File: src/rtl/load_store_control_if.sv
// Control bundle between the load/store sequencer and the DataPath.
// MEM_WAIT_EN adds the mem_ready handshake from memory.
interface load_store_control_if;
    logic [4:0] ir_opcode;
    logic       stop;
`ifdef MEM_WAIT_EN
    logic       mem_ready;
`endif
    logic PCout, MARin, IncPC, Zin, PCin;
    logic ram_read, ram_write, MDRin, MDRout, IRin;
    logic Gra, Grb, Rin, Rout, BAout, Yin, Cout, Zlowout;
    logic alu_add;
    logic run;
    logic [4:0] state_out;

    modport master (
`ifdef MEM_WAIT_EN
        input  mem_ready,
`endif
        input  ir_opcode, stop,
        output PCout, MARin, IncPC, Zin, PCin,
        output ram_read, ram_write, MDRin, MDRout, IRin,
        output Gra, Grb, Rin, Rout, BAout, Yin, Cout, Zlowout,
        output alu_add, run, state_out
    );

    modport slave (
`ifdef MEM_WAIT_EN
        output mem_ready,
`endif
        output ir_opcode, stop,
        input  PCout, MARin, IncPC, Zin, PCin,
        input  ram_read, ram_write, MDRin, MDRout, IRin,
        input  Gra, Grb, Rin, Rout, BAout, Yin, Cout, Zlowout,
        input  alu_add, run, state_out
    );
endinterface

File: src/rtl/load_store_control.sv
// Fetch/execute sequencer for ld, ldi and st with a stop-controlled halt.
// Defining MEM_WAIT_EN makes the memory-access states wait on mem_ready.
module load_store_control (
    input logic clock,
    input logic clear,
    load_store_control_if.master bus
);
    typedef enum logic [4:0] {
        RESET_S = 5'd0,
        T0      = 5'd1,
        T1      = 5'd2,
        T2      = 5'd3,
        T3      = 5'd4,
        T4      = 5'd5,
        T5      = 5'd6,
        T6      = 5'd7,
        T7      = 5'd8,
        HALT    = 5'd9
    } state_t;

    localparam logic [4:0] OP_LD  = 5'b10000;
    localparam logic [4:0] OP_LDI = 5'b10001;
    localparam logic [4:0] OP_ST  = 5'b10010;

    state_t     state;
    state_t     next_state;
    state_t     boundary;
    logic [4:0] opcode_q;
    logic       known_op;
    logic       mem_ok;

`ifdef MEM_WAIT_EN
    assign mem_ok = bus.mem_ready;
`else
    assign mem_ok = 1'b1;
`endif

    // The opcode is captured on leaving T3 so later states ignore IR changes.
    always_ff @(posedge clock or posedge clear) begin
        if (clear) begin
            state    <= RESET_S;
            opcode_q <= 5'b00000;
        end else begin
            state <= next_state;
            if (state == T3) begin
                opcode_q <= bus.ir_opcode;
            end
        end
    end

    always_comb begin
        known_op   = (bus.ir_opcode == OP_LD) || (bus.ir_opcode == OP_LDI) ||
                     (bus.ir_opcode == OP_ST);
        boundary   = bus.stop ? HALT : T0;
        next_state = state;

        bus.PCout    = 1'b0;
        bus.MARin    = 1'b0;
        bus.IncPC    = 1'b0;
        bus.Zin      = 1'b0;
        bus.PCin     = 1'b0;
        bus.ram_read = 1'b0;
        bus.ram_write = 1'b0;
        bus.MDRin    = 1'b0;
        bus.MDRout   = 1'b0;
        bus.IRin     = 1'b0;
        bus.Gra      = 1'b0;
        bus.Grb      = 1'b0;
        bus.Rin      = 1'b0;
        bus.Rout     = 1'b0;
        bus.BAout    = 1'b0;
        bus.Yin      = 1'b0;
        bus.Cout     = 1'b0;
        bus.Zlowout  = 1'b0;
        bus.alu_add  = 1'b0;
        bus.run      = (state != RESET_S) && (state != HALT);
        bus.state_out = state;

        case (state)
            RESET_S: next_state = T0;
            T0: begin
                bus.PCout   = 1'b1;
                bus.MARin   = 1'b1;
                bus.IncPC   = 1'b1;
                bus.Zin     = 1'b1;
                bus.alu_add = 1'b1;
                next_state  = T1;
            end
            T1: begin
                bus.Zlowout  = 1'b1;
                bus.PCin     = 1'b1;
                bus.ram_read = 1'b1;
                bus.MDRin    = 1'b1;
                next_state   = mem_ok ? T2 : T1;
            end
            T2: begin
                bus.MDRout = 1'b1;
                bus.IRin   = 1'b1;
                next_state = T3;
            end
            // IR was loaded at the end of T2, so T3 decodes the live opcode.
            T3: begin
                if (known_op) begin
                    bus.Grb    = 1'b1;
                    bus.BAout  = 1'b1;
                    bus.Yin    = 1'b1;
                    next_state = T4;
                end else begin
                    next_state = boundary;
                end
            end
            T4: begin
                bus.Cout    = 1'b1;
                bus.Zin     = 1'b1;
                bus.alu_add = 1'b1;
                next_state  = T5;
            end
            T5: begin
                bus.Zlowout = 1'b1;
                if (opcode_q == OP_LDI) begin
                    bus.Gra    = 1'b1;
                    bus.Rin    = 1'b1;
                    next_state = boundary;
                end else begin
                    bus.MARin  = 1'b1;
                    next_state = T6;
                end
            end
            T6: begin
                bus.MDRin = 1'b1;
                if (opcode_q == OP_ST) begin
                    bus.Gra    = 1'b1;
                    bus.Rout   = 1'b1;
                    next_state = T7;
                end else begin
                    bus.ram_read = 1'b1;
                    next_state   = mem_ok ? T7 : T6;
                end
            end
            T7: begin
                bus.MDRout = 1'b1;
                if (opcode_q == OP_ST) begin
                    bus.ram_write = 1'b1;
                    next_state    = mem_ok ? boundary : T7;
                end else begin
                    bus.Gra    = 1'b1;
                    bus.Rin    = 1'b1;
                    next_state = boundary;
                end
            end
            HALT:    next_state = HALT;
            default: next_state = RESET_S;
        endcase
    end
endmodule

File: src/flat_wrapper.sv
// flat-port wrapper written by rule: the top's interface ports become plain ports
module load_store_control_flat 
  (clock, clear, bus_ir_opcode, bus_stop, bus_PCout, bus_MARin, bus_IncPC, bus_Zin, bus_PCin, bus_ram_read, bus_ram_write, bus_MDRin, bus_MDRout, bus_IRin, bus_Gra, bus_Grb, bus_Rin, bus_Rout, bus_BAout, bus_Yin, bus_Cout, bus_Zlowout, bus_alu_add, bus_run, bus_state_out);
  load_store_control_if bus_i ();
  input logic clock;
  input logic clear;
  input wire logic [$bits(bus_i.ir_opcode)-1:0] bus_ir_opcode;
  input wire logic [$bits(bus_i.stop)-1:0] bus_stop;
  output wire logic [$bits(bus_i.PCout)-1:0] bus_PCout;
  output wire logic [$bits(bus_i.MARin)-1:0] bus_MARin;
  output wire logic [$bits(bus_i.IncPC)-1:0] bus_IncPC;
  output wire logic [$bits(bus_i.Zin)-1:0] bus_Zin;
  output wire logic [$bits(bus_i.PCin)-1:0] bus_PCin;
  output wire logic [$bits(bus_i.ram_read)-1:0] bus_ram_read;
  output wire logic [$bits(bus_i.ram_write)-1:0] bus_ram_write;
  output wire logic [$bits(bus_i.MDRin)-1:0] bus_MDRin;
  output wire logic [$bits(bus_i.MDRout)-1:0] bus_MDRout;
  output wire logic [$bits(bus_i.IRin)-1:0] bus_IRin;
  output wire logic [$bits(bus_i.Gra)-1:0] bus_Gra;
  output wire logic [$bits(bus_i.Grb)-1:0] bus_Grb;
  output wire logic [$bits(bus_i.Rin)-1:0] bus_Rin;
  output wire logic [$bits(bus_i.Rout)-1:0] bus_Rout;
  output wire logic [$bits(bus_i.BAout)-1:0] bus_BAout;
  output wire logic [$bits(bus_i.Yin)-1:0] bus_Yin;
  output wire logic [$bits(bus_i.Cout)-1:0] bus_Cout;
  output wire logic [$bits(bus_i.Zlowout)-1:0] bus_Zlowout;
  output wire logic [$bits(bus_i.alu_add)-1:0] bus_alu_add;
  output wire logic [$bits(bus_i.run)-1:0] bus_run;
  output wire logic [$bits(bus_i.state_out)-1:0] bus_state_out;
  assign bus_i.ir_opcode = bus_ir_opcode;
  assign bus_i.stop = bus_stop;
  assign bus_PCout = bus_i.PCout;
  assign bus_MARin = bus_i.MARin;
  assign bus_IncPC = bus_i.IncPC;
  assign bus_Zin = bus_i.Zin;
  assign bus_PCin = bus_i.PCin;
  assign bus_ram_read = bus_i.ram_read;
  assign bus_ram_write = bus_i.ram_write;
  assign bus_MDRin = bus_i.MDRin;
  assign bus_MDRout = bus_i.MDRout;
  assign bus_IRin = bus_i.IRin;
  assign bus_Gra = bus_i.Gra;
  assign bus_Grb = bus_i.Grb;
  assign bus_Rin = bus_i.Rin;
  assign bus_Rout = bus_i.Rout;
  assign bus_BAout = bus_i.BAout;
  assign bus_Yin = bus_i.Yin;
  assign bus_Cout = bus_i.Cout;
  assign bus_Zlowout = bus_i.Zlowout;
  assign bus_alu_add = bus_i.alu_add;
  assign bus_run = bus_i.run;
  assign bus_state_out = bus_i.state_out;
  load_store_control u_core (.clock(clock), .clear(clear), .bus(bus_i));
endmodule
File: config.mk
export PLATFORM = sky130hd
export DESIGN_NAME = load_store_control_flat
export DESIGN_NICKNAME = d
export VERILOG_FILES = /design/src/rtl/load_store_control_if.sv /design/src/rtl/load_store_control.sv /design/src/flat_wrapper.sv
export SDC_FILE = /design/constraint.sdc
export NUM_CORES = 1
export LEC_CHECK = 0
export CELL_PAD_IN_SITES_DETAIL_PLACEMENT = 1
export CELL_PAD_IN_SITES_GLOBAL_PLACEMENT = 1
export CORE_MARGIN = 2
export CORE_UTILIZATION = 38
export CTS_CLUSTER_DIAMETER = 80
export DETAILED_ROUTE_END_ITERATION = 8
export DONT_BUFFER_PORTS = 1
export PLACE_DENSITY_LB_ADDON = 0.1
export SLEW_MARGIN = 10
export SYNTH_ARGS = -nofsm -noshare
export SYNTH_HDL_FRONTEND = slang
export SYNTH_SLANG_ARGS = --single-unit
File: constraint.sdc
create_clock -name clock -period 1.4 [get_ports clock]
set_input_delay 0.14 -clock clock [delete_from_list [all_inputs] [get_ports clock]]
set_output_delay 0.14 -clock clock [all_outputs]
set_load 0.05 [all_outputs]
==> summary.txt, run 1 <==
Synthesis
  – Synth warn: 0
  – Synth unique cells: 34
  – FFs w/ async S/R, synth: 100.0%
  – Top cell type by total area after synthesis: dfrtp_1
  – Register area share after synthesis: 31.52%
  – Avg Cell Area, Syn: 8.307 um2
  – Synthesized Nets: 94
  – Seq cells post-synth: 9
  – EDFF count, synth: 0
  – Share of the synthesized area in the top cell type: 31.52%
  – Post-Synthesis Cells: 86
  – Post-synth top cells: dfrtp_1 (9), nand2_1 (7)
  – Largest cells by area after synthesis: dfrtp_1 (32%), mux2_2 (7.9%), buf_4 (5.3%)
  – Most numerous cell in the Yosys netlist: dfrtp_1
  – Cell area after synthesis: 714.4 um2
  – Top_reg_cell synth: dfrtp_1

Placement
  – DP HPWL: 2526 um
  – GPL Wtd Cong: 0.7865
  – Port-buffer cells: 0

Floorplan
  – Initial Util: 40.93%
  – # rows: 15
  – DIE HEIGHT: 47.36 um
  – DIE WIDTH: 47.36 um
  – Num ports: 33

Run status
  – Failed at: detailed placement (3_5_place_dp)
  – Tool error: [ERROR DPL-0033] detailed placement checks failed during check placement.
  – Run status: did not finish
kinds of logic after synthesis:
logic type,synth area share [%]
AOI/OAI and AO/OA,13.31
xor gates and xnor gates,2.452
buffers and inverters,11.38
DFF,31.52
muxes,7.880
other,0.5249
and+or+nand+nor,32.93
stage by stage:
| stage | hold slack (ns) | cell area [um2] | setup slack (ns) | setup TNS [ns] | instances |
|---|---|---|---|---|---|
| after global placement | 0.0006757 | 1316 | -0.2767 | -1.137 | 142 |
| after floorplan | -0.03235 | 959.7 | -0.4417 | -5.147 | 86 |
==> run 2, diff against run 1 <==
CELL_PAD_IN_SITES_DETAIL_PLACEMENT = unset   (was 1)
CELL_PAD_IN_SITES_GLOBAL_PLACEMENT = unset   (was 1)
CORE_AREA = 2 2 63 65   (was unset)
CORE_MARGIN = unset   (was 2)
CORE_UTILIZATION = unset   (was 38)
CTS_CLUSTER_DIAMETER = unset   (was 80)
DIE_AREA = 0 0 65 67   (was unset)
PLACE_DENSITY_LB_ADDON = 0.15   (was 0.1)
clock period = 1.8 ns   (was 1.4 ns; I/O delays follow)
==> run 2 against run 1 <==
Against the previous run:
- the flow now finishes, with violations (setup timing)
- synthesized cell count did not move
- synthesized area stayed put
==> summary.txt, run 2 <==
Global routing
  – GRT Util Overall: 10.69%
  – Total grt overflow: 0
  – Number of global-route vias before repair: 713
  – Initial antenna violation count: 0
  – Largest net degree at the start of global routing: 11
  – First-pass GRT wire length: 3574 um

Cells and area
  – Largest reg by FF count: u_core.opcode_q
  – Layout cell share with drive strength beyond 1: 58.72%
  – Syn-to-layout area delta: 74.61%
  – Non-filler instance count after layout: 157
  – Most frequent cells in the layout: buf_4 (18), buf_12 (11), nand2_1 (7), mux2_2 (5), dfrtp_1 (5)
  – Number of flip-flops in the largest register: 5
  – Ant diodes: 0
  – Commonest non-fill, non-tap cell in the layout: buf_4
  – Layout net count: 118

Timing
  – Final Cycle Share: 109.7%
  – Fin worst setup slack: -0.1741 ns
  – Setup violators final: 3
  – F_max: 0.5066 GHz
  – Final Hold Fails: 0
  – Tmin final: 1.974 ns
  – Clock skew: 0.001934 ns
  – RSZ-0062 raised after global routing: yes
  – Max Slew Vio Count: 0

Worst setup path
  – CP required: 1.62 ns
  – Startpoint types: flop
  – Crit end category: primary output
  – CP max FO: 3
  – Crit Path Class: flop to primary output
  – Arrival @ worst endpoint: 1.79 ns

Run status
  – Run status: complete, but fails checks (was did not finish)
  – Failing checks: setup timing

Synthesis
  – Synth warn: 0 (unchanged)
  – FFs w/ async S/R, synth: 100.0% (unchanged)
  – Post-Synthesis Cells: 86 (unchanged)
  – Most numerous cell in the Yosys netlist: dfrtp_1 (unchanged)
  – Avg Cell Area, Syn: 8.307 um2 (unchanged)
  – EDFF count, synth: 0 (unchanged)
  – Largest cells by area after synthesis: dfrtp_1 (32%), mux2_2 (7.9%), buf_4 (5.3%) (unchanged)
  – Cell area after synthesis: 714.4 um2 (unchanged)
  – Top cell type by total area after synthesis: dfrtp_1 (unchanged)
  – Post-synth top cells: dfrtp_1 (9), nand2_1 (7) (unchanged)
  – Synth unique cells: 34 (unchanged)
  – Seq cells post-synth: 9 (unchanged)
  – Top_reg_cell synth: dfrtp_1 (unchanged)
  – Synthesized Nets: 94 (unchanged)
  – Share of the synthesized area in the top cell type: 31.52% (unchanged)
  – Register area share after synthesis: 31.52% (unchanged)

Routing
  – Routed vias/inst: 4.382
  – Drt total wl: 2122 um
  – Drt wl/cell: 13.52 um
  – TritonRoute pass-1 iters: 3
  – ANT nets after route: 0
  – DRC: 0
  – Iteration-0 DRC count of the detailed router: 17
  – Vias: 688

Placement
  – Port-buffer cells: 0 (unchanged)
  – DP Cell Count: 148
  – GPL Wtd Cong: 0.8004 (was 0.7865)
  – DP HPWL: 1693 um (was 2526 um)

Floorplan
  – Core area: 3606 um2
  – Die area: 4355 um2
  – # rows: 22 (was 15)
  – DIE WIDTH: 65 um (was 47.36 um)
  – DIE HEIGHT: 67 um (was 47.36 um)
  – Num ports: 33 (unchanged)
  – Initial Util: 19.81% (was 40.93%)

Clocking
  – Clock-pin slew on the worst setup and hold paths: 0.05 ns
  – H-tree depth: 1
  – CTS tree: done
  – Root Buffer: clkbuf_8
  – Num CTS Buffers: 3
  – Maximum buffer depth of the clock tree: 2
  – Clock Sinks: 9
  – Clk Latency, worst-skew pair: 0.23 ns

Job
  – Max-cap violations: 0

Min path
  – Worst min path class: primary input to flop
==> run 2: cell counts after synthesis <==
Identical to the previous run, type by type.
==> run 2: through the flow <==
step	utilization, %	setup TNS (ns)	hold WS, ns	worst slack [ns]	area, um2
finish	34.59	-0.3622	0.09489	-0.1741	1247
global route	34.59	-0.5005	0.08888	-0.1944	1247
CTS	34.04	-0.3617	0.09327	-0.1691	1227
detailed placement	31.64	0	0.07317	0.03287	1141
global placement	31.64	0	0.05308	0.04641	1141
floorplan	-	-0.2349	0.007648	-0.1407	844.6
==> run 2: cell families after synthesis <==
kind of cell | after synthesis | synth area share (%)
AOI/OAI and AO/OA | 15 | 13.31
xor gates and xnor gates | 2 | 2.452
muxes | 5 | 7.880
other | 1 | 0.5249
and+or+nand+nor | 38 | 32.93
buffers and inverters | 16 | 11.38
DFF | 9 | 31.52
==> run 2: what timing repair did <==
action,CTS,global route
hold endpoints to repair,9,0
gates resized for setup,4,1
hold buffers,1,0
pin swaps,3,4
setup buffers,2,3
setup endpoints to repair,4,13
==> run 2: layer usage <==
layer	vias to the layer above	GRT usage [%]	share of wire, %
met4	0	3.191	0.19
met5	-	0	0
met1	330	13.06	43
met2	18	18.30	50
met3	2	2.872	6.8
li1	338	-	-
==> run 2: worst paths after layout <==
path                                               from  depth (start not counted)                 endpoint  slack, ns
worst max-delay path                 u_core.opcode_q[2]                          3                 bus_Rout      -0.17
worst min-delay path                   bus_ir_opcode[3]                          1       u_core.opcode_q[3]       0.09
worst max register to register  u_core.bus.state_out[3]                          4       u_core.opcode_q[1]       0.26
worst min register to register       u_core.opcode_q[0]                          1       u_core.opcode_q[0]       0.53
max in group asynchronous                         clear                          2  u_core.bus.state_out[0]       1.13
min in group asynchronous                         clear                          2       u_core.opcode_q[2]       0.37
==> run 2: critical path: stages, from the launching register on <==
cell and delay [ns]:
dfrtp_1 0.38, or3b_4 0.42, or4_4 0.53, clkinvlp_4 0.22
==> run 2: cell type report <==
cell class	count	area (um2)
multi-input combinational	61	520.5
tap	48	60.06
fill	377	2359
sequential	9	230.2
inverter	5	26.28
timing repair buffer	30	365.4
clock buffer	4	45.04
Power of run 2 is not shown: default switching activity piles up to over one toggle a cycle in this logic, so the estimate is an artifact.
